File: config.mk
export PLATFORM = sky130hd
export DESIGN_NAME = dispense_sequencer
export DESIGN_NICKNAME = d
export VERILOG_FILES = /design/src/rtl/dispense_sequencer.sv
export SDC_FILE = /design/constraint.sdc
export NUM_CORES = 1
export LEC_CHECK = 0
export ABC_AREA = 1
export ABC_CLOCK_PERIOD_IN_PS = 3800
export CORE_MARGIN = 2
export CORE_UTILIZATION = 30
export DETAILED_ROUTE_END_ITERATION = 8
export GPL_ROUTABILITY_DRIVEN = 0
export HOLD_SLACK_MARGIN = 0.08
export PLACE_DENSITY = 0.53
export SYNTH_ARGS = -nofsm -noshare
export SYNTH_HDL_FRONTEND = slang
export SYNTH_SLANG_ARGS = --single-unit
File: constraint.sdc
create_clock -name clk_x1 -period 3.8 [get_ports clk_x1]
set_input_delay 0.57 -clock clk_x1 [delete_from_list [all_inputs] [get_ports clk_x1]]
set_output_delay 0.57 -clock clk_x1 [all_outputs]
set_load 0.005 [all_outputs]
File: src/rtl/dispense_sequencer.sv
// ---------------------------------------------------------------------------
// dispense_sequencer
//
// Purpose:
//   Dispense controller for the candy/snack machine. A dispense request comes
//   in on the rising edge of `go`. The controller steps the carousel stepper to
//   the selected slot. It waits for the carousel to settle, then pulses the DC
//   motor of that channel once per requested item, with an off gap between
//   items. `abort` cancels an operation at any point. The stepper position is
//   tracked to the single step, so a cancelled move needs no homing.
//
// Ports:
//   clk_x1    in   1        system clock (12 MHz nominal)
//   rstn      in   1        asynchronous active-low reset
//   go        in   1        dispense request; rising edge accepted in idle only
//   abort     in   1        level; cancels the operation in progress
//   sel       in   CH_W     target channel / carousel slot
//   amount    in   AMT_W    number of items to dispense
//   step      out  1        stepper step pulse, one cycle wide
//   dir       out  1        stepper direction, 1 = towards higher slot index
//   dc_en     out  NUM_CH   one-hot DC motor enables
//   busy      out  1        operation in progress
//   done      out  1        one-cycle completion pulse
//   err       out  1        one-cycle pulse on a request for a missing slot
//   cur_slot  out  CH_W     slot reached by the last completed move
// ---------------------------------------------------------------------------
module dispense_sequencer #(
    parameter int unsigned NUM_CH         = 4,
    parameter int unsigned CH_W           = 2,
    parameter int unsigned AMT_W          = 2,
    parameter int unsigned STEP_DIV       = 12000,
    parameter int unsigned STEPS_PER_SLOT = 50,
    parameter int unsigned SETTLE         = 120000,
    parameter int unsigned DC_ON          = 6000000,
    parameter int unsigned GAP            = 1200000
) (
    input  logic              clk_x1,
    input  logic              rstn,
    input  logic              go,
    input  logic              abort,
    input  logic [CH_W-1:0]   sel,
    input  logic [AMT_W-1:0]  amount,
    output logic              step,
    output logic              dir,
    output logic [NUM_CH-1:0] dc_en,
    output logic              busy,
    output logic              done,
    output logic              err,
    output logic [CH_W-1:0]   cur_slot
);

    // -----------------------------------------------------------------------
    // Counter sizing. The position counter covers the furthest slot. The phase
    // timer covers the longest of the settle, motor-on and gap phases. Neither
    // counter can wrap.
    // -----------------------------------------------------------------------
    localparam int unsigned PosMax = (NUM_CH - 1) * STEPS_PER_SLOT;
    localparam int unsigned PosW   = $clog2(PosMax + 1);
    localparam int unsigned DivW   = $clog2(STEP_DIV + 1);
    localparam int unsigned TmrMax = (SETTLE > DC_ON) ? ((SETTLE > GAP) ? SETTLE : GAP)
                                                      : ((DC_ON > GAP) ? DC_ON : GAP);
    localparam int unsigned TmrW   = $clog2(TmrMax + 1);

    localparam logic [DivW-1:0] DivLast    = DivW'(STEP_DIV - 1);
    localparam logic [TmrW-1:0] SettleLast = TmrW'(SETTLE - 1);
    localparam logic [TmrW-1:0] DcOnLast   = TmrW'(DC_ON - 1);
    localparam logic [TmrW-1:0] GapLast    = TmrW'(GAP - 1);

    typedef enum logic [2:0] {
        StIdle,
        StMove,
        StSettle,
        StDispense,
        StGap,
        StDone
    } state_e;

    // -----------------------------------------------------------------------
    // State
    // -----------------------------------------------------------------------
    state_e            state_q, state_d;
    logic              go_q;
    logic [CH_W-1:0]   sel_q, sel_d;
    logic [AMT_W-1:0]  amt_q, amt_d;
    logic [AMT_W-1:0]  item_q, item_d;
    logic [PosW-1:0]   pos_q, pos_d;
    logic              dir_q, dir_d;
    logic [DivW-1:0]   div_q, div_d;
    logic [TmrW-1:0]   tmr_q, tmr_d;
    logic [CH_W-1:0]   cur_slot_q, cur_slot_d;
    logic              err_q, err_d;

    // -----------------------------------------------------------------------
    // Request decode
    // -----------------------------------------------------------------------
    logic            go_edge;
    logic            sel_ok;
    logic [PosW-1:0] target_new;  // target of the request being offered
    logic [PosW-1:0] target_q;    // target of the latched request
    logic            step_fire;

    assign go_edge    = go & ~go_q;
    assign sel_ok     = 32'(sel) < NUM_CH;
    assign target_new = PosW'(sel) * PosW'(STEPS_PER_SLOT);
    assign target_q   = PosW'(sel_q) * PosW'(STEPS_PER_SLOT);

    // A pulse fires on the last cycle of each divider period. The move has
    // not yet reached its target when that happens.
    assign step_fire = (state_q == StMove) && (pos_q != target_q) && (div_q == DivLast);

    // -----------------------------------------------------------------------
    // Next-state logic
    // -----------------------------------------------------------------------
    always_comb begin
        state_d    = state_q;
        sel_d      = sel_q;
        amt_d      = amt_q;
        item_d     = item_q;
        pos_d      = pos_q;
        dir_d      = dir_q;
        div_d      = div_q;
        tmr_d      = tmr_q;
        cur_slot_d = cur_slot_q;
        err_d      = 1'b0;

        case (state_q)
            StIdle: begin
                // If abort and a go edge arrive together, abort wins and the
                // request is dropped.
                if (go_edge && !abort) begin
                    if (sel_ok) begin
                        sel_d   = sel;
                        amt_d   = amount;
                        dir_d   = target_new > pos_q;
                        div_d   = '0;
                        state_d = StMove;
                    end else begin
                        err_d = 1'b1;
                    end
                end
            end

            StMove: begin
                if (pos_q == target_q) begin
                    tmr_d      = '0;
                    cur_slot_d = sel_q;
                    state_d    = StSettle;
                end else if (div_q == DivLast) begin
                    div_d = '0;
                    pos_d = dir_q ? (pos_q + PosW'(1)) : (pos_q - PosW'(1));
                end else begin
                    div_d = div_q + DivW'(1);
                end
            end

            StSettle: begin
                if (tmr_q == SettleLast) begin
                    tmr_d   = '0;
                    item_d  = '0;
                    state_d = (amt_q == '0) ? StDone : StDispense;
                end else begin
                    tmr_d = tmr_q + TmrW'(1);
                end
            end

            StDispense: begin
                if (tmr_q == DcOnLast) begin
                    tmr_d   = '0;
                    item_d  = item_q + AMT_W'(1);
                    // No gap after the last item.
                    state_d = ((item_q + AMT_W'(1)) == amt_q) ? StDone : StGap;
                end else begin
                    tmr_d = tmr_q + TmrW'(1);
                end
            end

            StGap: begin
                if (tmr_q == GapLast) begin
                    tmr_d   = '0;
                    state_d = StDispense;
                end else begin
                    tmr_d = tmr_q + TmrW'(1);
                end
            end

            StDone: begin
                state_d = StIdle;
            end

            default: begin
                state_d = StIdle;
            end
        endcase

        // An aborted operation drops straight to idle. A step that fires in
        // the abort cycle still reaches the motor, so pos_d keeps it. The
        // slot is not recorded, because the move never completed.
        if (abort && (state_q != StIdle)) begin
            state_d    = StIdle;
            cur_slot_d = cur_slot_q;
        end
    end

    // -----------------------------------------------------------------------
    // State registers
    // -----------------------------------------------------------------------
    always_ff @(posedge clk_x1 or negedge rstn) begin
        if (!rstn) begin
            state_q    <= StIdle;
            go_q       <= 1'b0;
            sel_q      <= '0;
            amt_q      <= '0;
            item_q     <= '0;
            pos_q      <= '0;
            dir_q      <= 1'b0;
            div_q      <= '0;
            tmr_q      <= '0;
            cur_slot_q <= '0;
            err_q      <= 1'b0;
        end else begin
            state_q    <= state_d;
            go_q       <= go;
            sel_q      <= sel_d;
            amt_q      <= amt_d;
            item_q     <= item_d;
            pos_q      <= pos_d;
            dir_q      <= dir_d;
            div_q      <= div_d;
            tmr_q      <= tmr_d;
            cur_slot_q <= cur_slot_d;
            err_q      <= err_d;
        end
    end

    // -----------------------------------------------------------------------
    // Outputs. These are decoded from the state register, so reset clears
    // them at once without waiting for a clock edge.
    // -----------------------------------------------------------------------
    always_comb begin
        dc_en = '0;
        if (state_q == StDispense) begin
            dc_en = NUM_CH'(1) << sel_q;
        end
    end

    assign step     = step_fire;
    assign dir      = dir_q;
    assign busy     = (state_q != StIdle);
    assign done     = (state_q == StDone);
    assign err      = err_q;
    assign cur_slot = cur_slot_q;

endmodule

Word level (Yosys, flattened, before mapping):

Cells that the tools add are included.

* bits in latches: 0
* memories: 0
* word-level logic and storage cells: 86
* output and inout bits: 11
* bits in writable memories: 0
* flip-flop bits (word level): 58
* ROM bits: 0
* input bits: 8

* bitwise logic cells: 4
* div/mod/pow operators: 0
* $add $sub $neg: 5
* equal/unequal tests: 22
* $lt $le $gt $ge: 1
* multiply operators: 2
* shift-type cells: 1
* reductions and logical operators: 18
* multiplexer cells: 23

Operator list (number)
* 2-to-1 mux 23 bit: 4
* case mux 23 bit (4 select lines): 1
* 2-to-1 mux 14 bit: 3
* case mux 14 bit (2 select lines): 1
* adder 23 x 1 -> 23 bit (second input constant): 1
* equality test 23 x 17 -> 1 bit (second input constant): 1
* equality test 23 x 21 -> 1 bit (second input constant): 1
* equality test 23 bit (second input constant): 1
* 2-to-1 mux 3 bit: 7
* case mux 3 bit (5 select lines): 1
* adder 14 x 1 -> 14 bit (second input constant): 1
* equality test 14 bit (second input constant): 1
* multiplier 2 x 5 -> 7 bit (second input constant): 2
* != test 3 bit (second input constant): 4
* AND reduction 3 bit: 4
* adder 8 x 1 -> 8 bit (second input constant): 1
* equality test 8 bit: 1
* > comparator 8 bit: 1
* 2-to-1 mux 8 bit: 1
* != test 2 bit (second input constant): 4
* != test 8 bit: 1
* subtractor 8 x 1 -> 8 bit (second input constant): 1
* equality test 3 x 2 -> 1 bit (second input constant): 2
* equality test 3 bit (second input constant): 2
* 21 further kinds: 29

Depth between registers and ports, before layout:

* depth after elaboration: 6
* depth in mapped cells: 14

Worst setup path before layout:

No wires, ideal clock.

* kind: input port to flip-flop
* start point: in sel[0]
* end point: reg dir_q, in the netlist dir
* data arrival time: 1793 ps
* stages: 8
* slack: 1874 ps
* cell sequence: inv_1 > ha_1 > inv_1 > ha_1 > nand2_1 > or4_1 > nand3_1 > o21ai_0

* longest elaborated chain between the ends: 2

Ends and longest elaborated chain
* from (decl): RTL line 41 `input logic [CH_W-1:0] sel,`
* multiplier 2 x 5 -> 7 bit: RTL line 104 `assign target_new = PosW'(sel) * PosW'(STEPS_PER_SLOT);`
* > comparator 8 bit: RTL line 134 `dir_d = target_new > pos_q;`
* to (signal assigned): RTL line 227 `dir_q <= dir_d;`
* to (decl): RTL line 87 `logic dir_q, dir_d;`

Every way passes these cells.
A chain may end at the register's enable or synchronous reset.

Worst setup path in the final report:

* start point: reg sel_q[0]
* end point: out step

* longest elaborated chain between the ends: 4

Ends and longest elaborated chain
* from (decl): RTL line 83 `logic [CH_W-1:0] sel_q, sel_d;`
* from (signal assigned): RTL line 223 `sel_q <= sel_d;`
* multiplier 2 x 5 -> 7 bit: RTL line 105 `assign target_q = PosW'(sel_q) * PosW'(STEPS_PER_SLOT);`
* != test 8 bit: RTL line 109 `assign step_fire = (state_q == StMove) && (pos_q != target_q) && (div_q == DivLast);`
* logical AND 1 bit (2 in a row): RTL line 109
* to (decl): RTL line 43 `output logic step,`

Every way passes these cells.

==> impl_metrics.tcl <==
set metrics [dict create \
    setup_viol_count_final 0 \
    netlist_instances 593 \
    synth-edff-count 0 \
    cts.clk_slew.worst_paths_ps 50 \
    drc_errors 0 \
    grt_usage 0.1518 \
    io_buffers 17 \
    required_ps 3230 \
    postLayoutCellArea_um2 4907 \
    first_pass_iters 5 \
    switchingPower_mw 0.9874 \
    netlist_area_um2 4308 \
    syn_avg_cell_area_um2 7.265 \
    cts-resized-gates 0 \
    antenna_found_initial 0 \
    start_util 0.3091 \
    nets 640 \
    worstMarginPinSlew_ps 841.2 \
    r2r_cells 10 \
    grt_pass1_wl_um 18060 \
    rsz0062_at_grt "no" \
    pwr-share-comb 0.368 \
    status "completed" \
    hold_viol_final 0 \
    synth_nets 623 \
    finalClockSkew_ps 6.127 \
    r2r-end "div_q[6]" \
    seqPwrFrac 0.320 \
    cts_root_buffer "clkbuf_16" \
    leakagePower_nw 2.092 \
    rrSetupSlack_ps 1550 \
    end_kind "output port" \
    r2r_start "state_q[1]" \
    synthTopCellsByCount "nand2_1, inv_1, dfrtp_1" \
    yosysTopAreaCellShare 0.3369 \
    overflow 0 \
    fp.dieW_um 123.8 \
    slew_headroom 0.4392 \
    finalCritPeriodShare 0.7731 \
    first_global_vias 3811 \
    powerDensity_nw_per_um2 505.3 \
    wl_per_cell_um 13.19 \
    switching_share 0.3982 \
    fp-row-count 43 \
    drtIter0Drc 260 \
    arrival_ps 2370 \
    dpl_cell_area_um2 4623 \
    crit_start "sel_q[0]" \
    post-synth-top-count-cell "nand2_1" \
    wirelength_um 10490 \
    crit_type "reg2out" \
    synthDistinctLibCells 47 \
    tns_ps 0 \
    clockBufferDepth 2 \
    cp_max_fo 6 \
    vdd_drop_max_mv 0.2402 \
    coreArea_um2 13930 \
    maxCapViolCount 0 \
    yosys_warnings 0 \
    vias 3849 \
    clock_latency_ps 340 \
    die_h_um 123.8 \
    p_clk_frac 0.312 \
    cts_tree "yes" \
    drive_above_1_share 0.1171 \
    internal-power_mw 1.492 \
    synth_seq_cells 58 \
    die_area_um2 15330 \
    viasPerCell 4.842 \
    dpl_worst_slack_ps 1001 \
    grt_start_max_net_pins 35 \
    dp_hpwl_um 7922 \
    synth_top_area_cell "dfrtp_1" \
    cts_hold_buffers 0 \
    synth_ff_type "dfrtp_1" \
    synth-async-reset-ratio 1.000 \
    post_cts_buffers 0 \
    detail-route-antenna-nets 0 \
    cts.sinks 58 \
    fmax_ghz 0.3404 \
    antenna_cells 0 \
    synth-seq-area-share 0.3369 \
    fin_crit_ps 2938 \
    finalMaxSlewViolations 0 \
    htreeDepth 3 \
    synthTopCellsByArea "dfrtp_1, nand2_1, ha_1" \
    cts_made_buffers 9 \
    setup_ws_ps 862.2 \
    hp-class "in2async" \
    syn2layout_area_growth_pct 13.91 \
    worstSetupStartpointType "register" \
    io-pin-count 19 \
]
-- cell type report --
class | instances | area, µm²
repair buffers | 18 | 172.7
inverters | 90 | 337.8
clock inverters | 2 | 10.01
fillers | 1478 | 9027
multi-input cells | 433 | 2436
well taps | 180 | 225.2
flip-flops and latches | 58 | 1451
clock buffers | 14 | 274.0
-- sequential cells by signal, indices dropped and copies added (netlist names) --
name and count:
dir 1, state_q 3, go_q 1, item_q 2, amt_q 2, tmr_q 23, cur_slot 2, sel_q 2
div_q 14, pos_q 8
-- power groups by stage --
stage	logic, mW	registers [mW]	clock network (mW)
after floorplan	0.721	0.771	0
after global placement	0.916	0.801	0
after detailed placement	0.917	0.804	0
after CTS	0.923	0.795	0.798
after global routing	1.04	0.806	0.826
final	0.913	0.793	0.774
-- layer usage --
layer  share of wire  vias up  GRT usage
li1                -     1980          -
met1            0.49     1799     0.1963
met2            0.47       63     0.2490
met3           0.035        7    0.04533
met4          0.0083        0    0.03622
met5               0        -          0
-- stage by stage --
stage | util | hold slack (ps) | total power [mW] | cells
6_report | 0.3522 | 344.5 | 2.480 | 795
2_1_floorplan | - | 274.4 | 1.492 | 593
5_1_grt | 0.3522 | 420.5 | 2.669 | 795
3_5_place_dp | 0.3318 | 503.7 | 1.721 | 779
4_1_cts | 0.3522 | 372.0 | 2.516 | 795
3_3_place_gp | 0.3318 | 503.2 | 1.717 | 779
-- cell usage in the layout, fill, tap and decap left out, drive strengths merged, types with 2 or more instances in the layout --
cell type        n
clkbuf          14
o21a             2
o22ai            6
a21oi           18
xnor2            9
nor2            67
clkdlybuf4s50   16
ha              21
nor3            29
o211ai           2
nand2          132
buf              2
clkinv           3
o21bai           2
a31oi            2
xor2            16
dfrtp           58
o31ai            2
nand3           55
o21ai           41
nand4           15
inv             89
nand3b           2
-- worst max-delay path, stage by stage, from the launching register on --
cell	delay, ps
dfrtp_1	470
inv_2	100
ha_1	310
inv_1	60
nand2_1	40
nand3_1	70
nor2_1	40
nand2_1	140
nand2_4	120
nor2_1	150
clkdlybuf4s50_1	530
-- worst max path at each step --
stage	cells after the start	endpoint	slack, ps
2_1_floorplan	8	dir	1870
3_3_place_gp	11	div_q[6]	1060
3_5_place_dp	11	div_q[6]	1000
4_1_cts	10	step	800
5_1_grt	10	step	610
6_report	10	step	860
-- logic make-up (layout without fill, tap and decap cells) --
| family | count (synthesis) | after routing | share of synthesized area |
|---|---|---|---|
| AND/OR/NAND/NOR | 305 | 305 | 0.3404 |
| buffers and inverters | 102 | 124 | 0.09759 |
| AO/OA/AOI/OAI | 80 | 80 | 0.1078 |
| flip-flops | 58 | 58 | 0.3369 |
| XOR/XNOR | 25 | 25 | 0.05083 |
| adder cells (fa/ha/maj) | 22 | 22 | 0.06564 |
| other | 1 | 1 | 0.0008705 |
No activity file was read; power rests on OpenSTA's default activity.
